## src/rtl/fpu_issue_queue.sv

```systemverilog
// Request FIFO feeding a fixed-latency FPU; issues one op per cycle and tags results via a latency-matched pipe.
// Issue is no earlier than one cycle after push; results appear FPU_LATENCY+1 cycles after the issue edge; InReady drops when full.
module fpu_issue_queue #(
   parameter int DEPTH       = 8,
   parameter int FPU_LATENCY = 1
) (
   input  logic                    CLK,
   input  logic                    RST,
   input  logic                    InValid,
   output logic                    InReady,
   input  logic [31:0]             InOperand1,
   input  logic [31:0]             InOperand2,
   input  logic [1:0]              InOperation,
   input  logic                    IssueEn,
   output logic [31:0]             FpuOperand1,
   output logic [31:0]             FpuOperand2,
   output logic [1:0]              FpuOperation,
   input  logic [31:0]             FpuResult,
   output logic                    OutValid,
   output logic [31:0]             OutResult,
   output logic [1:0]              OutOperation,
   output logic [7:0]              OutTag,
   output logic [$clog2(DEPTH):0]  Count
);

   localparam int AW = $clog2(DEPTH);

   typedef struct packed {
      logic [1:0]  op;
      logic [31:0] a;
      logic [31:0] b;
   } req_t;

   typedef struct packed {
      logic       vld;
      logic [7:0] tag;
      logic [1:0] op;
   } pipe_t;

   req_t          mem_q [DEPTH];
   logic [AW-1:0] wr_ptr_q, wr_ptr_d;
   logic [AW-1:0] rd_ptr_q, rd_ptr_d;
   logic [AW:0]   count_q, count_d;
   logic [7:0]    tag_q, tag_d;
   req_t          fpu_q, fpu_d;
   pipe_t         pipe_q [FPU_LATENCY+1];
   pipe_t         pipe_in;
   req_t          head;
   logic          push;
   logic          issue;

   assign InReady = !RST && (count_q < (AW+1)'(DEPTH));
   assign push    = InValid && InReady;
   assign issue   = IssueEn && (count_q != '0);
   assign head    = mem_q[rd_ptr_q];

   always_comb begin
      wr_ptr_d    = wr_ptr_q;
      rd_ptr_d    = rd_ptr_q;
      count_d     = count_q;
      tag_d       = tag_q;
      fpu_d       = fpu_q;
      pipe_in     = '0;
      if (push) begin
         wr_ptr_d = wr_ptr_q + 1'b1;
      end
      if (issue) begin
         rd_ptr_d    = rd_ptr_q + 1'b1;
         tag_d       = tag_q + 8'd1;
         fpu_d       = head;
         pipe_in.vld = 1'b1;
         pipe_in.tag = tag_q;
         pipe_in.op  = head.op;
      end
      // Simultaneous push and issue leave the occupancy unchanged.
      if (push && !issue) begin
         count_d = count_q + 1'b1;
      end else if (issue && !push) begin
         count_d = count_q - 1'b1;
      end
   end

   always_ff @(posedge CLK) begin
      if (push) begin
         mem_q[wr_ptr_q] <= '{op: InOperation, a: InOperand1, b: InOperand2};
      end
   end

   always_ff @(posedge CLK) begin
      if (RST) begin
         wr_ptr_q <= '0;
         rd_ptr_q <= '0;
         count_q  <= '0;
         tag_q    <= '0;
         fpu_q    <= '0;
         for (int i = 0; i <= FPU_LATENCY; i++) begin
            pipe_q[i] <= '0;
         end
      end else begin
         wr_ptr_q  <= wr_ptr_d;
         rd_ptr_q  <= rd_ptr_d;
         count_q   <= count_d;
         tag_q     <= tag_d;
         fpu_q     <= fpu_d;
         pipe_q[0] <= pipe_in;
         for (int i = 1; i <= FPU_LATENCY; i++) begin
            pipe_q[i] <= pipe_q[i-1];
         end
      end
   end

   assign FpuOperand1  = fpu_q.a;
   assign FpuOperand2  = fpu_q.b;
   assign FpuOperation = fpu_q.op;
   assign OutValid     = pipe_q[FPU_LATENCY].vld;
   assign OutTag       = pipe_q[FPU_LATENCY].tag;
   assign OutOperation = pipe_q[FPU_LATENCY].op;
   assign OutResult    = FpuResult;
   assign Count        = count_q;

endmodule

```

## config.mk

```make
export PLATFORM = sky130hd
export DESIGN_NAME = fpu_issue_queue
export DESIGN_NICKNAME = d
export VERILOG_FILES = /design/src/rtl/fpu_issue_queue.sv
export SDC_FILE = /design/constraint.sdc
export NUM_CORES = 1
export LEC_CHECK = 0
export CORE_MARGIN = 2
export CORE_UTILIZATION = 55
export CTS_CLUSTER_DIAMETER = 40
export DETAILED_ROUTE_END_ITERATION = 16
export PLACE_DENSITY = 0.77
export SYNTH_ARGS = -nofsm -noshare
export SYNTH_HDL_FRONTEND = slang
export SYNTH_SLANG_ARGS = --single-unit
```

## constraint.sdc

```tcl
create_clock -name CLK -period 7.6 [get_ports CLK]
set_input_delay 1.52 -clock CLK [delete_from_list [all_inputs] [get_ports CLK]]
set_output_delay 1.52 -clock CLK [all_outputs]
set_load 0.02 [all_outputs]
```

======== Word-level counts from Yosys, hierarchy flattened ========
Memories as Yosys holds them, arrays and structs flattened. A register that Yosys moved wholly into a read port is not among the register bits.
Cells that the tools add are included.
cells by class
  add/sub/neg operators ................... 5
  reductions and logical operators ........ 10
  div/mod/pow operators ................... 0
  multipliers ............................. 0
  eq/ne operators ......................... 0
  bitwise logic cells ..................... 2
  multiplexer cells ....................... 12
  shift-type cells ........................ 0
  $lt $le $gt $ge ......................... 1
operator list
  kind                                                                 count
  11-bit 2-to-1 mux                                                    3
  8-bit by 1-bit adder with 8-bit output (second input constant)       1
  4-bit 2-to-1 mux                                                     2
  3-bit by 1-bit adder with 3-bit output (second input constant)       2
  3-bit 2-to-1 mux                                                     2
  1-bit logical AND                                                    5
  1-bit 2-to-1 mux                                                     5
  4-bit by 1-bit adder with 4-bit output (second input constant)       1
  4-bit < comparator (second input constant)                           1
  4-bit nonzero test                                                   1
  4-bit by 1-bit subtractor with 4-bit output (second input constant)  1
  1-bit zero test                                                      3
  1-bit bitwise OR                                                     2
  2-bit nonzero test                                                   1
word-level totals
  latch bits .............................. 0
  RAM bits ................................ 550
  register bits ........................... 84
  bits of input ports ..................... 102
  output and inout port bits .............. 114
  memory bits (read-only) ................. 0
  memories kept ........................... 2
  word-level logic and storage cells ...... 39
memory list
  memory  depth  width  rd ports  clocked after Yosys merged registers in  wr ports  line  source
  mem_q   8      66     1         1                                        1         40    req_t mem_q [DEPTH];
  pipe_q  2      11     2         0                                        2         46    pipe_t pipe_q [FPU_LATENCY+1];

======== Longest topological paths before layout ========
Gate-level depths: netlist of run 1.
  depth after elaboration ................. 7
  mapped depth ............................ 10
  mapped depth without buffers ............ 9

======== Worst setup path after synthesis of run 1 ========
Ideal clock, no wire load.
  kind .................................... input to register
  start ................................... input port RST
  end ..................................... memory mem_q[0][0] (netlist bit), enable pin
  stages .................................. 5
  required time ........................... 7.029 ns
  setup time .............................. 0.571 ns
  arrival ................................. 6.867 ns
  setup slack ............................. 0.162 ns
  buffers on the path ..................... 1
  path through ............................ clkbuf_1 nor2_1 and2_1 nand2b_1 nor3_1
on the way
  word-level cells in the longest chain between the ends .. 5
ends and longest elaborated chain
  what                                    line  source
  start, declared                         8     input logic RST,
  1-bit zero test                         52    assign InReady = !RST && (count_q < (AW+1)'(DEPTH));
  1-bit logical AND                       52
  via InReady                             10    output logic InReady,
  1-bit logical AND                       53    assign push = InValid && InReady;
  via push                                49    logic push;
  1-bit 2-to-1 mux                        84    if (push) begin
  1-bit 2-to-1 mux (implied by the code)  85    mem_q[wr_ptr_q] <= '{op: InOperation, a: InOperand1, b: InOperand2};
  end, declared                           40
The timed path passes the listed nets, and every way through them passes these cells.

======== Final worst setup path of run 1 ========
  start ................................... input port RST
  end ..................................... output port InReady
on the way
  word-level cells in the longest chain between the ends .. 2
ends and longest elaborated chain
  what               line
  1-bit zero test    52
  1-bit logical AND  52
  end, declared      10
Every way passes these cells.

==> flow_summary_export.csv, run 1 <==
group,metric,value,unit
outcome,outcome,"completed",
clocking,post-cts-setup-buffers,0,
route,drt_iter0_markers,974,
critical_path,max_stage_delay,0.66,ns
clocking,clk_latency,0.59,ns
timing,hold_viol_final,0,
logic_synthesis,synth_area_leaders,"edfxtp_1, mux4_2, dfxtp_1",
logic_synthesis,synthDistinctLibCells,36,
global_routing,grt_pass1_wl,71580,um
floorplanning,die-width,211.7,um
route,viasPerCell,5.926,
clocking,cts_buffers,71,
floorplanning,ioPinCount,216,
clocking,cts_tree,"built",
final_layout,layout_commonest_cell,"edfxtp_1",
final_layout,area_growth,16.81,%
floorplanning,die_h,211.7,um
route,wl_per_cell,24.77,um
logic_synthesis,async_flop_share,0,%
critical_path,critical_path_arrival,2.64,ns
hold_path,holdCritPathClass,"reg2reg",
critical_path,cp_slowest_cell,"clkdlybuf4s50_1",
route,postRouteAntennaNets,0,
clocking,htreeDepth,3,
logic_synthesis,synth_edf_count,528,
logic_synthesis,synthCells,1182,
logic_synthesis,ys.flop_type,"edfxtp_1",
timing,fmax,0.2403,GHz
final_layout,layout-drive-gt1-share,24.58,%
timing,period_needed,4.161,ns
placed_design,dp_hpwl,24400,um
pwr,vdd_ir_drop_max,0.0002473,V
global_routing,grt_max_degree,87,
timing,fin_skew,0.02889,ns
critical_path,required,6.08,ns
route,firstDrtPassIters,5,
critical_path,end_kind,"output pin",
timing,worstMarginPinSlew,1.197,ns
logic_synthesis,syn_nets,1291,
timing,finalSetupTns,0,ns
final_layout,nNetsFinal,1427,
critical_path,crit_fanout,19,
clocking,cts_buffer_depth,3,
floorplanning,die_area,44800,um^2
critical_path,start_kind,"primary input",
route,finalWirelength,47650,um
timing,relSlewSlack,20.03,%
global_routing,grt_overflow_total,0,
pwr,p_leak,8.799,nW
placed_design,gp_congestion,0.7383,
timing,finalSetupViolCount,0,
global_routing,track_usage,21.86,%
logic_synthesis,synth.cell_area,23720,um^2
timing,min_period_over_period,54.75,%
timing,rsz0062_at_grt,"false",
clocking,clk_pin_slew_worst_paths,0.06,ns
clocking,cts_sinks,637,
logic_synthesis,synth.yosys.seq_area_share,76.06,%
clocking,cts_root_buffer,"clkbuf_16",
critical_path,crit_buf_inv,2,
logic_synthesis,synth_seq_cells,637,
clocking,cts.hold.buffers_added,0,
final_layout,final_cell_mix,"edfxtp_1, clkdlybuf4s50_1, mux4_2",
floorplanning,initial_core_util,55.42,%
placed_design,portBuffers,151,
critical_path,path_cells,"buf_4, nor2_1, clkdlybuf4s50_1",
global_routing,grt_pass1_vias,11833,
run,max-cap-violations,0,
logic_synthesis,synth.avg_cell_area,20.06,um^2
timing,maxSlewViolCount,0,
logic_synthesis,yosysTopAreaCell,"edfxtp_1",
logic_synthesis,yosysTopAreaCellShare,66.86,%
pwr,p_per_area,331.8,nW/um^2
floorplanning,rows,76,
floorplanning,coreArea,42790,um^2
clocking,post_cts_resized,0,
timing,whs,0.4284,ns
critical_path,criticalPathCategory,"in2out",
pwr,total_power,0.009191,W
logic_synthesis,ys_warn_count,0,
route,drc,0,
route,routed-via-count,11402,
critical_path,critPathTopFamily,"buffers and inverters",
global_routing,antenna_found_initial,5,
-- cell usage after synthesis, types with 9 or more instances --
master	instances
nor3_2	60
mux4_2	132
nor3_1	9
edfxtp_1	528
nand2_1	11
dfxtp_1	109
clkbuf_1	22
nor2_1	91
and2_1	9
buf_4	44
buf_2	22
buf_6	18
o22ai_1	64
nor2b_1	13
-- where the power goes --
| part | switching, W | internal, W |
|---|---|---|
| sequential | 0.000193 | 0.00402 |
| clock | 0.00134 | 0.00195 |
| combinational | 0.000914 | 0.000768 |
-- sequential cells by signal, indices dropped and copies added, names as in the netlist, named ones only --
signal        cells
Count             4
FpuOperand1      32
FpuOperand2      32
FpuOperation      2
mem_q           528
pipe_q           22
rd_ptr_q          3
tag_q             8
wr_ptr_q          3
-- worst reg2reg max path, cell delays in order (launching register included) --
cell and delay (ns):
dfxtp_1 0.36, o41a_2 0.52, buf_4 0.29, inv_2 0.22, ha_1 0.19, inv_1 0.09, ha_1 0.33, a21oi_1 0.22
a211oi_1 0.10, a31oi_1 0.17, mux2_2 0.34
-- area by class of cell --
type                            count  area, um^2
Sequential cell                   637       18040
Fill cell                        2801       15090
Multi-Input combinational cell    436        5002
Clock buffer                       90        1922
Timing Repair Buffer              170        1677
Tap cell                          546       683.2
Clock inverter                     40       357.8
Inverter                            2       7.507
Antenna cell                        3       7.507
-- worst paths after layout --
path,start,endpoint,slack (ns),depth (start not counted)
max,RST,InReady,3.44,3
min,pipe_q[0][6]$_SDFF_PP0_,pipe_q[0][17]$_SDFF_PP0_,0.43,1
max reg2reg,Count[3]$_SDFFE_PP0P_,Count[3]$_SDFFE_PP0P_,4.65,10
min reg2reg,pipe_q[0][6]$_SDFF_PP0_,pipe_q[0][17]$_SDFF_PP0_,0.43,1
-- per-layer routing --
layer | up-vias | part of all wire, % | GRT usage, %
li1 | 4974 | - | -
met1 | 5909 | 41 | 29.66
met2 | 407 | 49 | 35.25
met3 | 106 | 6.9 | 4.703
met4 | 6 | 2.7 | 8.305
met5 | - | 0.086 | 0
-- cell families (layout without fill, tap and decap cells) --
family                   count (synthesis)  count (layout)  share of synthesized area, %
flip-flops                             637             637                         76.06
AO/OA/AOI/OAI                           75              75                         1.984
adder cells (fa/ha/maj)                  7               7                        0.4010
multiplexers                           137             137                         12.75
AND/OR/NAND/NOR                        205             205                         5.255
buffers and inverters                  109             302                         3.107
XOR/XNOR                                12              12                        0.4432
other                                    0               3                             0
-- metrics by stage --
step | setup WS, ns | area, um^2 | utilization, % | instances
2_1_floorplan | 0.1619 | 23720 | - | 1182
3_5_place_dp | 3.231 | 25410 | 59.39 | 1791
4_1_cts | 3.415 | 27690 | 64.72 | 1921
3_3_place_gp | 3.270 | 25410 | 59.39 | 1791
5_1_grt | 3.357 | 27700 | 64.73 | 1922
6_report | 3.439 | 27700 | 64.74 | 1924
No activity file was read; power rests on OpenSTA's default activity.
==> run 2: changes to the inputs <==
Clock period 7.6 ns to 3.9 ns, I/O delays scaled along.
==> run 2 against run 1 <==
  * Flip-flop and latch count is the same
  * Non-clock buffer count grew 13
  * Core utilization grew 0.50 points
  * Total power grew 97%
  * Routed wire length shrank 0.57%
  * Worst hold slack gained 0.0055 ns
  * Largest cell class unchanged
  * Largest power group unchanged
==> flow_summary_export.csv, run 2 (same netlist as run 1, synthesis figures left out) <==
group,metric,value,unit
timing,whs,0.4338,ns
placed_design,portBuffers,151,
final_layout,final_cell_mix,"edfxtp_1, clkdlybuf4s50_1, mux4_2",
hold_path,holdCritPathClass,"reg2reg",
critical_path,critical_path_arrival,3.13,ns
critical_path,max_stage_delay,0.59,ns
final_layout,largest_register_ffs,528,
global_routing,grt_pass1_vias,11864,
floorplanning,initial_core_util,55.42,%
route,drt_iter0_markers,970,
hold_path,hold_depth,1,
placed_design,gp_congestion,0.7162,
pwr,vdd_ir_drop_max,0.0004202,V
clocking,clk_pin_slew_worst_paths,0.06,ns
placed_design,dp.cells,1804,
critical_path,path_cells,"o41a_2, inv_2, ha_1, inv_1, ha_1, a21oi_1, a211oi_1, a31oi_1, mux2_2",
route,firstDrtPassIters,5,
final_layout,regMostFlops,"mem_q",
critical_path,start_kind,"flop",
timing,finalSetupViolCount,0,
floorplanning,die_area,44800,um^2
critical_path,r2r_end,"Count[3]$_SDFFE_PP0P_",
clocking,cts_tree,"built",
timing,worstMarginPinSlew,0.9906,ns
global_routing,antenna_found_initial,6,
hold_path,min_to,"pipe_q[0][21]$_SDFF_PP0_",
route,wl_per_cell,24.44,um
floorplanning,ioPinCount,216,
pwr,p_per_area,647.8,nW/um^2
floorplanning,die-width,211.7,um
final_layout,instances_no_fill,1939,
placed_design,dp_hpwl,25120,um
critical_path,cp_slowest_cell,"o41a_2",
global_routing,track_usage,21.76,%
critical_path,crit_fanout,10,
timing,hold_viol_final,0,
global_routing,grt_pass1_wl,71280,um
route,viasPerCell,5.949,
clocking,post_cts_resized,0,
final_layout,multi_input_area,5015,um^2
clocking,cts_buffers,73,
clocking,cts_buffer_depth,3,
final_layout,layout-drive-gt1-share,25.59,%
critical_path,worstRegToRegCells,9,
critical_path,required,4.37,ns
hold_path,min-delay-start,"pipe_q[0][10]$_SDFF_PP0_",
route,postRouteAntennaNets,0,
floorplanning,rows,76,
route,finalWirelength,47380,um
final_layout,layout_commonest_cell,"edfxtp_1",
global_routing,grt_max_degree,63,
clocking,clk_latency,0.58,ns
timing,fin_skew,0.01641,ns
clocking,cts.hold.buffers_added,0,
clocking,cts_root_buffer,"clkbuf_16",
route,drc,0,
final_layout,area_growth,17.71,%
timing,relSlewSlack,33.96,%
clocking,cts_sinks,637,
floorplanning,coreArea,42790,um^2
global_routing,grt_overflow_total,0,
final_layout,nNetsFinal,1442,
critical_path,rrSetupSlack,1.23,ns
final_layout,nFillCells,2764,
critical_path,criticalPathCategory,"reg2reg",
route,routed-via-count,11535,
run,max-cap-violations,0,
timing,period_needed,2.666,ns
timing,maxSlewViolCount,0,
outcome,outcome,"completed",
final_layout,finish.utilization,65.24,%
timing,rsz0062_at_grt,"false",
timing,fmax,0.3751,GHz
clocking,post-cts-setup-buffers,0,
final_layout,ff_latch_area,18040,um^2
clocking,htreeDepth,3,
critical_path,end_kind,"flop",
critical_path,r2r_start,"Count[0]$_SDFFE_PP0P_",
critical_path,cp_common_cell,"ha_1",
pwr,p_leak,8.904,nW
timing,min_period_over_period,68.36,%
floorplanning,die_h,211.7,um
## run 2: cell count changes in the layout (fill, tap and decap cells not counted), sizes merged
cell,previous run,this run
buf,20,33
bufinv,4,2
inv,11,17
clkinvlp,5,3
clkbuf,90,89
clkinv,22,24
diode,3,2
## run 2: per-stage QoR
stage          total power (W)  setup slack, ns  cell area (um^2)  TNS (ns)
2_1_floorplan          0.01061           -1.026             23730   -441.14
3_3_place_gp           0.01166           0.7820             25550         0
3_5_place_dp           0.01174           0.7809             25550         0
4_1_cts                0.01826            1.242             27910         0
5_1_grt                0.01880            1.014             27920         0
6_report               0.01808            1.234             27920         0
## run 2: cell type report
| cell class | instances | share of cell area, % |
|---|---|---|
| Multi-Input combinational cell | 436 | 17.96 |
| Tap cell | 546 | 2.447 |
| Antenna cell | 2 | 0.01793 |
| Timing Repair Buffer | 183 | 6.459 |
| Inverter | 2 | 0.02689 |
| Clock buffer | 89 | 7.091 |
| Clock inverter | 44 | 1.354 |
| Sequential cell | 637 | 64.64 |
## run 2: worst max path at each step
stage | startpoint | end | depth (start not counted)
floorplan | RST | mem_q[2][0]$_DFFE_PP_ | 5
global placement | IssueEn | Count[3]$_SDFFE_PP0P_ | 10
detailed placement | IssueEn | Count[3]$_SDFFE_PP0P_ | 10
CTS | Count[0]$_SDFFE_PP0P_ | Count[3]$_SDFFE_PP0P_ | 9
global route | Count[0]$_SDFFE_PP0P_ | Count[3]$_SDFFE_PP0P_ | 9
finish | Count[0]$_SDFFE_PP0P_ | Count[3]$_SDFFE_PP0P_ | 9
## run 2: worst max-delay path, delay by kind of cell (launching register included)
family                     cells  cell delay [ns]
AOI/OAI and AO/OA              4             1.06
adders and majority gates      2             0.51
DFF                            1             0.38
muxes                          1             0.35
buffers and inverters          2             0.26
## run 2: metal layers
| metal | wire, um | GRT usage, % | vias to the layer above |
|---|---|---|---|
| met5 | 46 | 0 | - |
| li1 | - | - | 5009 |
| met1 | 19360 | 30.11 | 5934 |
| met4 | 1060 | 7.552 | 8 |
| met2 | 23030 | 34.65 | 481 |
| met3 | 3886 | 4.881 | 103 |
## run 2: where the power goes
group          internal (W)  switching [W]  leakage, nW
Combinational       0.00155        0.00180         2.09
Clock               0.00382        0.00271         1.15
Sequential          0.00784       0.000367         5.66
Total                0.0132        0.00487         8.90
==> run 3: changes to the inputs <==
Clock period 3.9 ns to 2.6 ns, I/O delays scaled along.
==> run 3 against run 2 <==
  * Count of clock-buffer cells in the layout rose by 9
  * Highest routed layer unchanged
  * Die area unchanged
  * Sequential power up 49%
  * Clock skew rose by 0.010 ns
  * Critical path type unchanged
  * Sequential share of layout area fell by 1.1 points
  * Core utilization grew 1.1 points
==> flow_summary_export.csv, run 3 (same netlist as run 1, synthesis figures left out) <==
group,metric,value,unit
outcome,outcome,"completed",
timing,fin_ws,0.1972,ns
timing,fin_skew,0.02669,ns
floorplanning,die_h,211.7,um
critical_path,worstSetupStartpoint,"Count[3]$_SDFFE_PP0P_",
critical_path,start_kind,"flop",
clocking,clk_latency,0.60,ns
floorplanning,ioPinCount,216,
clocking,cts_buffers,76,
critical_path,criticalPathCategory,"reg2reg",
clocking,cts_buffer_depth,3,
floorplanning,initial_core_util,55.42,%
timing,hold_viol_final,0,
clocking,cts_sinks,637,
run,max-cap-violations,0,
clocking,cts.hold.buffers_added,0,
clocking,htreeDepth,3,
critical_path,crit_fanout,5,
route,firstDrtPassIters,5,
pwr,combPwrFrac,18.9,%
global_routing,grt_pass1_wl,73330,um
global_routing,antenna_found_initial,7,
placed_design,dp_hpwl,25840,um
final_layout,nNetsFinal,1453,
placed_design,portBuffers,151,
final_layout,largest_register_ffs,528,
pwr,p_leak,9.100,nW
clocking,post_cts_resized,0,
pwr,p_sw,0.007497,W
clocking,clk_pin_slew_worst_paths,0.05,ns
timing,finalSetupTns,0,ns
critical_path,required,3.07,ns
critical_path,end_kind,"flop",
timing,finalSetupViolCount,0,
clocking,cts_tree,"built",
pwr,p_seq_share,43.5,%
floorplanning,die_area,44800,um^2
floorplanning,rows,76,
pwr,power_frac_clock,37.6,%
pwr,total_power,0.02800,W
pwr,p_per_area,985.8,nW/um^2
clocking,post-cts-setup-buffers,0,
placed_design,pre_cts_ws,-0.04435,ns
critical_path,critical_path_arrival,2.88,ns
final_layout,regMostFlops,"mem_q",
route,postRouteAntennaNets,0,
timing,fmax,0.4162,GHz
timing,period_needed,2.403,ns
final_layout,final_cell_mix,"edfxtp_1, clkdlybuf4s50_1, mux4_2",
final_layout,layout_commonest_cell,"edfxtp_1",
final_layout,finish.utilization,66.39,%
pwr,vdd_ir_drop_max,0.0007351,V
placed_design,gp_congestion,0.7488,
timing,min_period_over_period,92.41,%
route,wl_per_cell,24.76,um
global_routing,grt_overflow_total,0,
placed_design,place_area,25840,um^2
timing,worstMarginPinSlew,0.7571,ns
floorplanning,die-width,211.7,um
final_layout,postLayoutCellArea,28410,um^2
hold_path,holdCritPathClass,"in2reg",
critical_path,worstRegToRegCells,9,
route,drt_iter0_markers,1071,
hold_path,min-delay-start,"RST",
final_layout,layout-drive-gt1-share,26.35,%
final_layout,nFillCells,2704,
route,finalWirelength,48450,um
route,drc,0,
clocking,cts_root_buffer,"clkbuf_16",
hold_path,hold_depth,3,
floorplanning,coreArea,42790,um^2
global_routing,track_usage,22.39,%
pwr,p_int,0.02051,W
global_routing,grt_max_degree,100,
route,routed-via-count,11600,
timing,rsz0062_at_grt,"false",
global_routing,grt_pass1_vias,12088,
critical_path,r2r_start,"Count[3]$_SDFFE_PP0P_",
timing,maxSlewViolCount,0,
pwr,swShare,26.77,%
timing,relSlewSlack,49.53,%
final_layout,area_growth,19.78,%
route,viasPerCell,5.927,
-- run 3: power groups by stage --
stage               sequential (W)  combinational (W)  clock, W
floorplan                   0.0127            0.00323         0
global placement            0.0124            0.00521         0
detailed placement          0.0124            0.00531         0
CTS                         0.0122            0.00537    0.0107
global route                0.0123            0.00570    0.0111
finish                      0.0122            0.00529    0.0105
-- run 3: worst max-delay path: stages (launching register included) --
cell and delay [ns]:
dfxtp_1 0.36, o41a_2 0.52, inv_2 0.07, ha_1 0.15
inv_1 0.07, ha_1 0.31, a21oi_1 0.21, a211oi_1 0.10
a31oi_1 0.16, mux2_2 0.34
-- run 3: cell type report --
class                           instances  area (um^2)  area share, %
Sequential cell                       637        18040          63.52
Multi-Input combinational cell        436         5049          17.77
Clock buffer                           98         2108          7.422
Timing Repair Buffer                  191         2059          7.250
Tap cell                              546        683.2          2.405
Clock inverter                         44        447.9          1.577
Inverter                                2        7.507        0.02643
Antenna cell                            3        7.507        0.02643
-- run 3: worst paths after layout --
check	endpoint	slack, ns
worst max-delay path	Count[3]$_SDFFE_PP0P_	0.20
worst min-delay path	Count[3]$_SDFFE_PP0P_	0.36
worst max register to register	Count[3]$_SDFFE_PP0P_	0.20
worst min register to register	pipe_q[0][17]$_SDFF_PP0_	0.44
-- run 3: per-stage QoR --
stage	instances	hold slack (ns)
after floorplan	1182	0.4138
final	1957	0.3558
after CTS	1954	0.3354
after global placement	1812	0.4159
after global routing	1954	0.3433
after detailed placement	1812	0.4248
-- run 3: per-layer routing --
metal | track usage [%] | part of all wire [%]
met1 | 29.64 | 41
met5 | 0 | 0.10
met2 | 36.49 | 50
met3 | 5.696 | 7.2
met4 | 7.892 | 2.5
